<file path="src/rtl/treasure_frame_ctrl.sv">
// Frame-level sequencer for the treasure-colour image processor: syncs to a frame
// boundary, majority-votes N_FRAMES per-frame verdicts and reports via valid/ack.
module treasure_frame_ctrl #(
    parameter int unsigned N_FRAMES    = 8,
    parameter int unsigned MIN_VOTES   = 5,
    parameter logic [23:0] ACK_TIMEOUT = 24'd2_500_000
) (
    input  logic       CLK,
    input  logic       RESET,
    input  logic       START,
    input  logic       VSYNC_NEG,
    input  logic [2:0] FRAME_RESULT,
    input  logic       ACK,
    output logic       PROC_EN,
    output logic [2:0] RESULT_OUT,
    output logic       RESULT_VALID,
    output logic       BUSY,
    output logic [7:0] FRAME_CNT,
    output logic       TIMEOUT_ERR
);

    localparam logic [7:0] N_FRAMES_B  = 8'(N_FRAMES);
    localparam logic [7:0] MIN_VOTES_B = 8'(MIN_VOTES);
    localparam logic [2:0] CODE_RED    = 3'b010;
    localparam logic [2:0] CODE_BLUE   = 3'b100;
    localparam logic [2:0] CODE_NONE   = 3'b111;

    typedef enum logic [2:0] {
        S_IDLE,
        S_SYNC,
        S_ACCUM,
        S_DECIDE,
        S_REPORT
    } state_t;

    state_t      state_q, state_d;
    logic        vs_q;
    logic        sample_q, sample_d;
    logic [7:0]  red_cnt_q, red_cnt_d;
    logic [7:0]  blue_cnt_q, blue_cnt_d;
    logic [7:0]  none_cnt_q, none_cnt_d;
    logic [7:0]  frame_cnt_q, frame_cnt_d;
    logic [23:0] tmo_q, tmo_d;
    logic [2:0]  result_q, result_d;
    logic        timeout_err;
    logic        fe;

    // vs_q resets high so a VSYNC_NEG already high at release is not seen as an edge
    assign fe = VSYNC_NEG & ~vs_q;

    always_ff @(posedge CLK or posedge RESET) begin
        if (RESET) begin
            state_q     <= S_IDLE;
            vs_q        <= 1'b1;
            sample_q    <= 1'b0;
            red_cnt_q   <= '0;
            blue_cnt_q  <= '0;
            none_cnt_q  <= '0;
            frame_cnt_q <= '0;
            tmo_q       <= '0;
            result_q    <= '0;
        end else begin
            state_q     <= state_d;
            vs_q        <= VSYNC_NEG;
            sample_q    <= sample_d;
            red_cnt_q   <= red_cnt_d;
            blue_cnt_q  <= blue_cnt_d;
            none_cnt_q  <= none_cnt_d;
            frame_cnt_q <= frame_cnt_d;
            tmo_q       <= tmo_d;
            result_q    <= result_d;
        end
    end

    always_comb begin
        state_d     = state_q;
        sample_d    = 1'b0;
        red_cnt_d   = red_cnt_q;
        blue_cnt_d  = blue_cnt_q;
        none_cnt_d  = none_cnt_q;
        frame_cnt_d = frame_cnt_q;
        tmo_d       = tmo_q;
        result_d    = result_q;
        timeout_err = 1'b0;

        case (state_q)
            S_IDLE: begin
                if (START) begin
                    state_d     = S_SYNC;
                    red_cnt_d   = '0;
                    blue_cnt_d  = '0;
                    none_cnt_d  = '0;
                    frame_cnt_d = '0;
                end
            end
            S_SYNC: begin
                if (fe) begin
                    state_d = S_ACCUM;
                end
            end
            S_ACCUM: begin
                // the flag is set even on a sample cycle, so back-to-back frame ends both count
                sample_d = fe;
                if (sample_q) begin
                    frame_cnt_d = frame_cnt_q + 8'd1;
                    case (FRAME_RESULT)
                        CODE_RED:  red_cnt_d  = red_cnt_q + 8'd1;
                        CODE_BLUE: blue_cnt_d = blue_cnt_q + 8'd1;
                        default:   none_cnt_d = none_cnt_q + 8'd1;
                    endcase
                    if (frame_cnt_d == N_FRAMES_B) begin
                        state_d = S_DECIDE;
                    end
                end
            end
            S_DECIDE: begin
                if (red_cnt_q >= MIN_VOTES_B) begin
                    result_d = CODE_RED;
                end else if (blue_cnt_q >= MIN_VOTES_B) begin
                    result_d = CODE_BLUE;
                end else begin
                    result_d = CODE_NONE;
                end
                tmo_d   = '0;
                state_d = S_REPORT;
            end
            S_REPORT: begin
                if (ACK) begin
                    state_d = S_IDLE;
                end else if (tmo_q == ACK_TIMEOUT - 24'd1) begin
                    state_d     = S_IDLE;
                    timeout_err = 1'b1;
                    result_d    = '0;
                end else begin
                    tmo_d = tmo_q + 24'd1;
                end
            end
            default: begin
                state_d = S_IDLE;
            end
        endcase
    end

    assign PROC_EN      = (state_q == S_ACCUM);
    assign BUSY         = (state_q != S_IDLE);
    assign RESULT_VALID = (state_q == S_REPORT);
    assign RESULT_OUT   = result_q;
    assign FRAME_CNT    = frame_cnt_q;
    assign TIMEOUT_ERR  = timeout_err;

endmodule

</file>
<file path="config.mk">
export PLATFORM = sky130hd
export DESIGN_NAME = treasure_frame_ctrl
export DESIGN_NICKNAME = d
export VERILOG_FILES = /design/src/rtl/treasure_frame_ctrl.sv
export SDC_FILE = /design/constraint.sdc
export NUM_CORES = 1
export LEC_CHECK = 0
export CORE_MARGIN = 1.5
export CORE_UTILIZATION = 41
export CTS_CLUSTER_SIZE = 16
export DETAILED_ROUTE_END_ITERATION = 8
export GPL_ROUTABILITY_DRIVEN = 0
export PLACE_DENSITY = 0.57
export SLEW_MARGIN = 20
export SYNTH_ARGS = -nofsm -noshare
export SYNTH_HDL_FRONTEND = slang
export SYNTH_SLANG_ARGS = --single-unit
</file>
<file path="constraint.sdc">
create_clock -name CLK -period 4.46 [get_ports CLK]
set_input_delay 0.892 -clock CLK [delete_from_list [all_inputs] [get_ports CLK]]
set_output_delay 0.892 -clock CLK [all_outputs]
set_load 0.01 [all_outputs]
</file>
==> results.json <==
{
  "critPathArrivalTime_ns": 3.01,
  "synth_top_area_share_pct": 44.81,
  "cp_max_fo": 6,
  "crit_path_start_kind": "primary input",
  "antenna_cells": 0,
  "grt_overflow": 0,
  "syn_avg_cell_area_sq_um": 9.252,
  "h-tree-depth": 2,
  "core_area_sq_mm": 0.007253,
  "holdPathStages": 1,
  "setup.worst_path.class": "in -> out",
  "drive_gt1_share_pct": 5.932,
  "viasPerCell": 5.450,
  "finish.utilization_pct": 48.23,
  "run_status": "finished clean",
  "syn-num-nets": 349,
  "syn_to_final_growth_pct": 13.89,
  "synth_top_family_by_area": "simple AND/OR/NAND/NOR gates",
  "stdcell_count": 453,
  "grt_pass1_wl_um": 11100,
  "hold_buffers": 0,
  "synthAdderAreaFrac_pct": 3.666,
  "place_hpwl_um": 4506,
  "maxCapViolCount": 0,
  "finalWirelength_um": 6448,
  "grt_setup_unrepaired": "false",
  "r2r_slack_ns": 2.08,
  "max_freq_ghz": 0.2562,
  "fp.dieH_um": 89.56,
  "drt_iter0_drc": 111,
  "dp.cells": 445,
  "cts_resized": 0,
  "cp.required_ns": 3.57,
  "seq_area_frac_synth_pct": 45.66,
  "crit_family": "simple AND/OR/NAND/NOR gates",
  "worstPathCellList": "clkdlybuf4s50_1 -> or4b_1 -> nor4_1 -> clkdlybuf4s50_1",
  "endpoint_kind": "primary output",
  "hp-class": "reg -> reg",
  "port_buffers": 22,
  "fin_worst_skew_ns": 0.01106,
  "hold_viol": 0,
  "r2r_end": "tmo_q[23]",
  "cts_buffers": 5,
  "cts_root_buffer": "clkbuf_8",
  "synth_ff_type": "dfrtp_1",
  "synth-simple-area-share_pct": 26.35,
  "power_mw": 1.433,
  "reg2reg_from": "state_q[1]",
  "maxSlewViolCount": 0,
  "grt_pass1_vias": 2328,
  "grt_max_degree": 43,
  "cts_tree": "yes",
  "clkTransAtPathRegs_ns": 0.09,
  "finalCriticalPeriod_ns": 3.904,
  "fp.dieW_um": 89.56,
  "nNetsFinal": 370,
  "synth_mux_area_share_pct": 1.100,
  "relSlewSlack_pct": 41.29,
  "yosysUniqueCellTypes": 46,
  "grt_util_all_layers_pct": 17.48,
  "synth_cells": 332,
  "startpoint": "ACK",
  "cpMaxStageDelayCell": "clkdlybuf4s50_1",
  "pin_count": 23,
  "multiInputGateArea_sq_mm": 0.001562,
  "antenna_found_initial": 0,
  "fin_setup_tns_ns": 0,
  "route.detailed.drc": 0,
  "worst_path_most_repeated_cell": "clkdlybuf4s50_1",
  "synth_xor_area_share_pct": 6.843,
  "min-delay-start": "red_cnt_q[7]",
  "synth_compound_area_share_pct": 12.87,
  "ff2ff_path_depth": 5,
  "start_util_pct": 42.35,
  "clk_path_buf_depth": 2,
  "synth_area_leaders": "dfrtp_1, o21ai_0, nor2_1",
  "synth_warnings": 0,
  "insertion_delay_ns": 0.32,
  "finalCritPeriodShare_pct": 87.53,
  "worstMarginPinSlew_ns": 0.8793,
  "async_flop_share_pct": 100.0,
  "holdPathEnd": "red_cnt_q[7]",
  "ant_nets": 0,
  "seqCellArea_sq_mm": 0.001403,
  "vdd_ir_drop_max_mv": 0.1650,
  "synth-edff-count": 0,
  "rows": 31,
  "setup_violations": 0,
  "p_leak_nw": 1.465,
  "wl_per_cell_um": 14.23,
  "most-common-layout-cells": "dfrtp_1, nor2_1, o21ai_0",
  "synth_top_area_cell": "dfrtp_1",
  "fillers": 729,
  "synth_seq_cells": 56,
  "power_density_mw_per_mm2": 409.6,
  "die_area_sq_mm": 0.008020,
  "critical-path-max-stage-delay_ns": 0.62,
  "layout_commonest_cell": "dfrtp_1",
  "num_vias": 2469,
  "synth_area_sq_mm": 0.003072,
  "dr.pass1.iters": 4,
  "cts_setup_buffers": 0,
  "clock_sinks": 56,
  "critical_path_buf_inv_count": 2
}
[area by class of cell]
cell class,instances,area share [%]
Clock buffer,5,1.967
Clock inverter,3,1.216
Inverter,15,1.609
Multi-Input combinational cell,250,44.64
Sequential cell,56,40.09
Tap cell,99,3.541
Timing Repair Buffer,25,6.938
[power by group]
part           switching (mW)  internal, mW  total [mW]  leakage, nW
registers               0.105         0.593       0.698        0.760
logic                   0.224         0.171       0.394        0.650
clock network           0.174         0.167       0.341       0.0541
total                   0.503         0.930        1.43         1.46
[Yosys cell counts, types with 6 or more instances]
cell,number
dfrtp_1,55
nor2_1,36
o21ai_0,33
nand2_1,25
nand3_1,21
inv_1,15
xnor2_1,14
nand4_1,12
nor3_1,11
or3_1,10
xor2_1,10
ha_1,9
and3_1,8
clkbuf_1,8
a21oi_1,7
nor3b_1,6
[how the worst max path moves through the flow]
stage | end | slack [ns] | cells after the start
after global routing | TIMEOUT_ERR | 0.46 | 4
after detailed placement | TIMEOUT_ERR | 0.54 | 4
final | TIMEOUT_ERR | 0.56 | 4
after floorplan | TIMEOUT_ERR | 1.51 | 3
after global placement | TIMEOUT_ERR | 0.58 | 4
after CTS | TIMEOUT_ERR | 0.55 | 4
[kinds of logic (layout without fill, tap and decap cells)]
logic type                 Yosys count  count (layout)
AOI/OAI and AO/OA                   63              63
buffers and inverters               26              48
and+or+nand+nor                    151             151
adders and majority gates            9               9
muxes                                3               3
xor gates and xnor gates            24              24
DFF                                 56              56
[worst reg2reg max path: cells and delay by family, from the launching register on]
kind | cells | cell delay, ns
AOI/OAI and AO/OA | 1 | 0.61
and+or+nand+nor | 3 | 1.03
DFF | 1 | 0.48
xor gates and xnor gates | 1 | 0.15
[metal layers]
layer  GRT usage [%]  vias to the layer above  share of wire (%)
li1                -                     1234                  -
met1           24.00                     1189                 50
met2           29.24                       39                 47
met3           2.770                        7                2.6
met4           3.497                        0               0.74
met5               0                        -                  0
[metrics by stage]
| stage | instance area [sq um] | hold WS, ns | setup WS, ns |
|---|---|---|---|
| after floorplan | 3072 | 0.4481 | 1.506 |
| after detailed placement | 3387 | 0.4706 | 0.5377 |
| after CTS | 3498 | 0.4845 | 0.5459 |
| after global routing | 3498 | 0.5194 | 0.4624 |
| after global placement | 3387 | 0.4683 | 0.5844 |
| final | 3498 | 0.4860 | 0.5562 |
[flip-flops by register name, summed over array words and instances (netlist names)]
name        cells
RESULT_OUT      3
blue_cnt_q      8
vs_q            1
state_q         3
red_cnt_q       8
tmo_q          24
sample_q        1
FRAME_CNT       8
(Power assumes the default switching activity.)
